==> src/rtl/inference_scheduler_if.sv <==
`default_nettype none
// ============================================================================
//  Module      : inference_scheduler_if
//  Description : Signal bundle between a host, the inference scheduler and
//                the neural-network core it drives.
//                  host side   : in_valid/in_ready/in_data,
//                                out_valid/out_ready/out_data/out_class
//                  network side: net_start/net_inputs, net_done/net_outputs
//                  status      : timeout_error, error_clear, frame_count
//                modport master : the scheduler (drives handshake outputs)
//                modport slave  : host plus network environment
//  Revision    : 1.0 - initial release
// ============================================================================
interface inference_scheduler_if #(
    parameter int NUM_INPUTS     = 10,
    parameter int NUM_OUTPUTS    = 10,
    parameter int INTEGER_WIDTH  = 16,
    parameter int FRACTION_WIDTH = 16
);
    localparam int c_class_width = $clog2(NUM_OUTPUTS);

    logic                                         in_valid;
    logic                                         in_ready;
    logic signed [INTEGER_WIDTH-1:-FRACTION_WIDTH] in_data     [NUM_INPUTS];
    logic                                         net_start;
    logic signed [INTEGER_WIDTH-1:-FRACTION_WIDTH] net_inputs  [NUM_INPUTS];
    logic                                         net_done;
    logic signed [INTEGER_WIDTH-1:-FRACTION_WIDTH] net_outputs [NUM_OUTPUTS];
    logic                                         out_valid;
    logic                                         out_ready;
    logic signed [INTEGER_WIDTH-1:-FRACTION_WIDTH] out_data    [NUM_OUTPUTS];
    logic [c_class_width-1:0]                     out_class;
    logic                                         timeout_error;
    logic                                         error_clear;
    logic [15:0]                                  frame_count;

    modport master (
        input  in_valid, in_data, net_done, net_outputs, out_ready, error_clear,
        output in_ready, net_start, net_inputs, out_valid, out_data, out_class,
               timeout_error, frame_count
    );

    modport slave (
        output in_valid, in_data, net_done, net_outputs, out_ready, error_clear,
        input  in_ready, net_start, net_inputs, out_valid, out_data, out_class,
               timeout_error, frame_count
    );
endinterface
`default_nettype wire

==> src/rtl/inference_scheduler.sv <==
`default_nettype none
// ============================================================================
//  Module      : inference_scheduler
//  Description : Accepts one input frame from the host, launches the network
//                with a one-cycle start pulse, waits (under a watchdog) for
//                the network outputs, scans them for the argmax one element
//                per cycle and presents the result until the consumer takes it.
//  Ports       : clock        - single clock, rising edge
//                reset        - synchronous, active-high
//                bus (master) - host/network/status bundle, see the interface
//  Revision    : 1.0 - initial release
// ============================================================================
module inference_scheduler #(
    parameter int NUM_INPUTS     = 10,
    parameter int NUM_OUTPUTS    = 10,   // must be >= 2
    parameter int TIMEOUT_CYCLES = 4096,
    parameter int INTEGER_WIDTH  = 16,
    parameter int FRACTION_WIDTH = 16
) (
    input wire logic              clock,
    input wire logic              reset,
    inference_scheduler_if.master bus
);

    localparam int c_class_width = $clog2(NUM_OUTPUTS);
    localparam int c_cnt_width   = (TIMEOUT_CYCLES > 1) ? $clog2(TIMEOUT_CYCLES) : 1;

    localparam logic [c_class_width-1:0] c_last_idx     = c_class_width'(NUM_OUTPUTS - 1);
    localparam logic [c_class_width-1:0] c_first_scan   = c_class_width'(1);
    localparam logic [c_cnt_width-1:0]   c_timeout_last = c_cnt_width'(TIMEOUT_CYCLES - 1);

    typedef logic signed [INTEGER_WIDTH-1:-FRACTION_WIDTH] word_t;

    typedef enum logic [2:0] {
        S_IDLE    = 3'd0,
        S_START   = 3'd1,
        S_WAIT    = 3'd2,
        S_ARGMAX  = 3'd3,
        S_PRESENT = 3'd4
    } state_t;

    state_t                    r_state;
    state_t                    w_state_next;

    word_t                     r_net_inputs [NUM_INPUTS];
    word_t                     r_out_data   [NUM_OUTPUTS];
    word_t                     r_best_val;
    logic [c_class_width-1:0]  r_best_idx;
    logic [c_class_width-1:0]  r_scan_idx;
    logic [c_cnt_width-1:0]    r_wd_count;
    logic                      r_timeout;
    logic [15:0]               r_frame_count;

    logic                      w_accept;
    logic                      w_done;
    logic                      w_timeout_hit;
    logic                      w_release;
    logic                      w_in_ready;
    logic                      w_net_start;
    logic                      w_out_valid;

    // ------------------------------------------------------------------
    // State register
    // ------------------------------------------------------------------
    always_ff @(posedge clock) begin
        if (reset) begin
            r_state <= S_IDLE;
        end else begin
            r_state <= w_state_next;
        end
    end

    // ------------------------------------------------------------------
    // Next state and state-decoded strobes
    // ------------------------------------------------------------------
    always_comb begin
        w_state_next  = r_state;
        w_accept      = 1'b0;
        w_done        = 1'b0;
        w_timeout_hit = 1'b0;
        w_release     = 1'b0;
        w_in_ready    = 1'b0;
        w_net_start   = 1'b0;
        w_out_valid   = 1'b0;

        case (r_state)
            S_IDLE: begin
                w_in_ready = 1'b1;
                if (bus.in_valid) begin
                    w_accept     = 1'b1;
                    w_state_next = S_START;
                end
            end
            S_START: begin
                w_net_start  = 1'b1;
                w_state_next = S_WAIT;
            end
            S_WAIT: begin
                // A completion arriving on the last watchdog cycle still counts.
                if (bus.net_done) begin
                    w_done       = 1'b1;
                    w_state_next = S_ARGMAX;
                end else if (r_wd_count == c_timeout_last) begin
                    w_timeout_hit = 1'b1;
                    w_state_next  = S_IDLE;
                end
            end
            S_ARGMAX: begin
                if (r_scan_idx == c_last_idx) begin
                    w_state_next = S_PRESENT;
                end
            end
            S_PRESENT: begin
                w_out_valid = 1'b1;
                if (bus.out_ready) begin
                    w_release    = 1'b1;
                    w_state_next = S_IDLE;
                end
            end
            default: begin
                w_state_next = S_IDLE;
            end
        endcase
    end

    // ------------------------------------------------------------------
    // Datapath: frame capture, watchdog, result latch and argmax scan
    // ------------------------------------------------------------------
    always_ff @(posedge clock) begin
        if (reset) begin
            for (int i = 0; i < NUM_INPUTS; i++) begin
                r_net_inputs[i] <= '0;
            end
            for (int i = 0; i < NUM_OUTPUTS; i++) begin
                r_out_data[i] <= '0;
            end
            r_best_val    <= '0;
            r_best_idx    <= '0;
            r_scan_idx    <= '0;
            r_wd_count    <= '0;
            r_timeout     <= 1'b0;
            r_frame_count <= '0;
        end else begin
            if (w_accept) begin
                r_net_inputs <= bus.in_data;
            end

            if (r_state == S_START) begin
                r_wd_count <= '0;
            end else if (r_state == S_WAIT) begin
                r_wd_count <= r_wd_count + 1'b1;
            end

            // Element 0 seeds the running best, so the scan starts at 1.
            if (w_done) begin
                r_out_data <= bus.net_outputs;
                r_best_val <= bus.net_outputs[0];
                r_best_idx <= '0;
                r_scan_idx <= c_first_scan;
            end else if (r_state == S_ARGMAX) begin
                // Strict compare keeps the lower index on ties.
                if (r_out_data[r_scan_idx] > r_best_val) begin
                    r_best_val <= r_out_data[r_scan_idx];
                    r_best_idx <= r_scan_idx;
                end
                r_scan_idx <= r_scan_idx + 1'b1;
            end

            // Setting has priority over a simultaneous clear.
            if (w_timeout_hit) begin
                r_timeout <= 1'b1;
            end else if (bus.error_clear) begin
                r_timeout <= 1'b0;
            end

            if (w_release) begin
                r_frame_count <= r_frame_count + 16'd1;
            end
        end
    end

    // ------------------------------------------------------------------
    // Outputs
    // ------------------------------------------------------------------
    assign bus.in_ready      = w_in_ready;
    assign bus.net_start     = w_net_start;
    assign bus.net_inputs    = r_net_inputs;
    assign bus.out_valid     = w_out_valid;
    assign bus.out_data      = r_out_data;
    assign bus.out_class     = r_best_idx;
    assign bus.timeout_error = r_timeout;
    assign bus.frame_count   = r_frame_count;

endmodule
`default_nettype wire

==> src/flat_wrapper.sv <==
// flat-port wrapper written by rule: the top's interface ports become plain ports
module inference_scheduler_flat 
#(
    parameter int NUM_INPUTS     = 10,
    parameter int NUM_OUTPUTS    = 10,                  
    parameter int TIMEOUT_CYCLES = 4096,
    parameter int INTEGER_WIDTH  = 16,
    parameter int FRACTION_WIDTH = 16
)
  (clock, reset, bus_in_valid, bus_in_data, bus_net_done, bus_net_outputs, bus_out_ready, bus_error_clear, bus_in_ready, bus_net_start, bus_net_inputs, bus_out_valid, bus_out_data, bus_out_class, bus_timeout_error, bus_frame_count);
  inference_scheduler_if #(.NUM_INPUTS(NUM_INPUTS), .NUM_OUTPUTS(NUM_OUTPUTS), .INTEGER_WIDTH(INTEGER_WIDTH), .FRACTION_WIDTH(FRACTION_WIDTH)) bus_i ();
  input wire logic clock;
  input wire logic reset;
  input wire logic [$bits(bus_i.in_valid)-1:0] bus_in_valid;
  input wire logic [$bits(bus_i.in_data)-1:0] bus_in_data;
  input wire logic [$bits(bus_i.net_done)-1:0] bus_net_done;
  input wire logic [$bits(bus_i.net_outputs)-1:0] bus_net_outputs;
  input wire logic [$bits(bus_i.out_ready)-1:0] bus_out_ready;
  input wire logic [$bits(bus_i.error_clear)-1:0] bus_error_clear;
  output wire logic [$bits(bus_i.in_ready)-1:0] bus_in_ready;
  output wire logic [$bits(bus_i.net_start)-1:0] bus_net_start;
  output wire logic [$bits(bus_i.net_inputs)-1:0] bus_net_inputs;
  output wire logic [$bits(bus_i.out_valid)-1:0] bus_out_valid;
  output wire logic [$bits(bus_i.out_data)-1:0] bus_out_data;
  output wire logic [$bits(bus_i.out_class)-1:0] bus_out_class;
  output wire logic [$bits(bus_i.timeout_error)-1:0] bus_timeout_error;
  output wire logic [$bits(bus_i.frame_count)-1:0] bus_frame_count;
  assign bus_i.in_valid = bus_in_valid;
  assign bus_i.in_data = {>>{bus_in_data}};
  assign bus_i.net_done = bus_net_done;
  assign bus_i.net_outputs = {>>{bus_net_outputs}};
  assign bus_i.out_ready = bus_out_ready;
  assign bus_i.error_clear = bus_error_clear;
  assign bus_in_ready = bus_i.in_ready;
  assign bus_net_start = bus_i.net_start;
  assign bus_net_inputs = {>>{bus_i.net_inputs}};
  assign bus_out_valid = bus_i.out_valid;
  assign bus_out_data = {>>{bus_i.out_data}};
  assign bus_out_class = bus_i.out_class;
  assign bus_timeout_error = bus_i.timeout_error;
  assign bus_frame_count = bus_i.frame_count;
  inference_scheduler #(.NUM_INPUTS(NUM_INPUTS), .NUM_OUTPUTS(NUM_OUTPUTS), .TIMEOUT_CYCLES(TIMEOUT_CYCLES), .INTEGER_WIDTH(INTEGER_WIDTH), .FRACTION_WIDTH(FRACTION_WIDTH)) u_core (.clock(clock), .reset(reset), .bus(bus_i));
endmodule
==> config.mk <==
export PLATFORM = sky130hd
export DESIGN_NAME = inference_scheduler_flat
export DESIGN_NICKNAME = d
export VERILOG_FILES = /design/src/rtl/inference_scheduler_if.sv /design/src/rtl/inference_scheduler.sv /design/src/flat_wrapper.sv
export SDC_FILE = /design/constraint.sdc
export NUM_CORES = 2
export LEC_CHECK = 0
export CORE_AREA = 2 2 511 513
export CTS_BUF_LIST = sky130_fd_sc_hd__clkbuf_4
export DETAILED_ROUTE_END_ITERATION = 10
export DIE_AREA = 0 0 513 515
export SLEW_MARGIN = 15
export SYNTH_ARGS = -nofsm -noshare
export SYNTH_HDL_FRONTEND = slang
export SYNTH_SLANG_ARGS = --single-unit
==> constraint.sdc <==
create_clock -name clock -period 5.74 [get_ports clock]
set_input_delay 0.861 -clock clock [delete_from_list [all_inputs] [get_ports clock]]
set_output_delay 0.861 -clock clock [all_outputs]
set_load 0.005 [all_outputs]
==> impl_metrics.toml <==
[outcome]
status = "finished clean"

[synthesis]
ys_types = 50
syn_nets = 4159
synth-edff-count = 0
avgSynthCellArea_um2 = 8.175
yosysWarnings = 0
synth_seq_cells = 712
synthCells = 3477
synth_area_um2 = 28420
async_reset_ff_share_pct = 0
ys_seq_area_share_pct = 50.15
synth_flop_cell = "dfxtp_1"

[setup_path]
start_kind = "register"
required_ns = 6.82
end_kind = "register"
reg2reg_depth = 13
crit_arrival_ns = 5.91
worstPathMaxFanout = 44
critical_path_class = "reg2reg"

[die]
initial_core_util_pct = 10.99
core_area_um2 = 258500
std_cell_rows = 187
dieArea_um2 = 264200
ios = 1310
die_y_um = 515
fp.dieW_um = 513

[timing]
tns_ns = 0
min_period_over_period_pct = 84.22
setup_viol = 0
rsz0062_at_grt = "no"
slew-limit-headroom_pct = 31.98
fmax_ghz = 0.2069
skew_ns = 0.2235
worst_pin_slew_ns = 1.020
slew_viol_final = 0
hold_ws_ns = 0.2010
hold_viol = 0
layout_min_cycle_time_ns = 4.834

[detailed_routing]
drcViolationCount = 0
dr.pass1.iters = 6
wl_per_cell_um = 32.74
ant_nets = 0
drt_iter0_markers = 2900
vias = 33180
vias_per_cell = 3.920
wirelength_mm = 277.1

[hold_path]
whs_path_depth = 3
hp-class = "in2reg"

[finish]
mostFrequentLayoutCells = "clkdlybuf4s50_1 (1308), nand2_1 (1305), dfxtp_1 (709), a21oi_1 (698), clkbuf_4 (310)"
area_growth_pct = 72.06
drive_gt1_share_pct = 9.312
mostFrequentLayoutCell = "clkdlybuf4s50_1"
fill_cells = 28920
finalNetCount = 5560
finish.instance_area_um2 = 48900

[place]
port_buffers = 1309
placed_area_um2 = 45350
place_congestion = 0.9930
dp_hpwl_mm = 236.4

[clocking]
clk_pin_slew_ns = 0.07
cts_buffers = 233
clockBufferDepth = 4
clkLatencyLatePin_ns = 1.28
clock-root-buffer = "clkbuf_4"
htree_levels = 4
cts.sinks = 712
cts_tree = "built"

[power_and_ir_drop]
power_leakage_uw = 0.01615
switchingPower_uw = 7247
switching_share_pct = 40.62
peakVddDrop_uv = 280.3
total_power_uw = 17840
seq_power_share_pct = 36.0
internal_power_uw = 10600
cellPowerDensity_nw_per_um2 = 364.8
combPwrFrac_pct = 35.5
clkPwrFrac_pct = 28.5

[global_routing]
grt_pass1_wl_mm = 343.2
grt_pass1_vias = 32190
grt_overflow_total = 0
track_usage_pct = 20.09
grt_antenna_before_repair = 167
grt_max_degree = 153

[job]
cap_viol_max_count = 0
-- area by class of cell --
| class | instances | area (µm²) | share of cell area (%) |
|---|---|---|---|
| diodes | 36 | 90.09 | 0.1842 |
| clock inverters | 73 | 311.5 | 0.6371 |
| flip-flops and latches | 712 | 14260 | 29.16 |
| multi-input cells | 2455 | 13000 | 26.59 |
| well taps | 3402 | 4257 | 8.704 |
| inverters | 37 | 138.9 | 0.2840 |
| repair buffers | 1439 | 14510 | 29.68 |
| clock buffers | 310 | 2327 | 4.759 |
-- path summary, 6_finish.rpt --
kind | from | to | slack (ns)
worst max-delay path | u_core.r_scan_idx[1] | u_core.r_best_val[19] | 0.91
worst min-delay path | bus_net_outputs[197] | u_core.bus.out_data[197] | 0.20
worst max register to register | u_core.r_scan_idx[1] | u_core.r_best_val[19] | 0.91
worst min register to register | u_core.bus.net_inputs[188] | u_core.bus.net_inputs[188] | 0.45
-- logic make-up after synthesis --
kind of cell	count (synthesis)	synth area share (%)
AO/OA/AOI/OAI	827	16.01
XOR/XNOR	26	0.8012
adder cells (fa/ha/maj)	36	1.585
buffers and inverters	310	4.239
flip-flops	712	50.15
multiplexers	130	7.395
AND/OR/NAND/NOR	1436	19.82
-- per-layer routing --
layer / part of all wire, % / GRT usage (%)
met4: 5.2 / 9.634
met3: 15 / 12.51
met5: 0.099 / 0
met1: 39 / 23.11
met2: 41 / 28.92
-- critical path, stage by stage, from the launching register on --
cell      delay, ns
dfxtp_4        0.91
buf_4          0.31
mux4_2         0.54
mux2i_1        0.14
o22ai_1        0.14
ha_1           0.34
nand2_1        0.07
o21ai_0        0.10
a221oi_1       0.56
nor3_1         0.21
nor4_2         0.52
o21ai_4        0.19
buf_12         0.24
a311oi_1       0.28
-- power by group through the flow --
stage | combinational (µW) | clock, µW | sequential, µW
after global placement | 6380 | 0 | 6480
final | 6340 | 5090 | 6420
after detailed placement | 6380 | 0 | 6490
after floorplan | 2530 | 0 | 6110
after global routing | 6840 | 5540 | 6460
after CTS | 6450 | 5330 | 6390
-- per-stage QoR --
| stage | std cells | setup WS (ns) | utilization, % |
|---|---|---|---|
| final | 8464 | 0.9059 | 18.92 |
| after floorplan | 3477 | 1.717 | - |
| after CTS | 8428 | 0.7721 | 18.88 |
| after global routing | 8437 | 0.4034 | 18.89 |
| after detailed placement | 7963 | 0.8573 | 17.54 |
| after global placement | 7963 | 0.8376 | 17.54 |
-- timing repair --
item | in CTS | in global routing
setup buffers | 0 | 0
gates resized for setup | 0 | 0
endpoints found under the hold margin | 118 | 0
hold buffers | 82 | 0
-- cell usage after synthesis (7+ instances only) --
master,instances,area (µm²)
a21oi_1,698,3493
a311oi_1,21,183.9
a311oi_2,10,150.1
buf_2,15,75.07
clkbuf_1,252,945.9
dfxtp_1,712,14250
ha_1,36,450.4
inv_1,37,138.9
mux2i_1,66,660.6
mux4_2,64,1441
nand2_1,1307,4906
nand2b_1,34,212.7
nand3_1,8,40.04
nand4_1,15,93.84
nor2_1,38,142.6
nor3_1,7,35.03
o211ai_1,10,75.07
o21ai_0,7,35.03
o21bai_1,31,232.7
o22ai_1,31,193.9
xor2_1,20,175.2
-- state kept, by name (all words and copies together) (netlist names) --
| name | cells |
|---|---|
| u_core.bus.net_inputs | 320 |
| u_core.bus.out_data | 320 |
| u_core.r_best_val | 32 |
| u_core.bus.frame_count | 16 |
| u_core.r_wd_count | 12 |
| u_core.bus.out_class | 4 |
| u_core.r_scan_idx | 4 |
| u_core.r_state | 3 |
| u_core.bus.timeout_error | 1 |
Power figures use the tool's default switching activity.
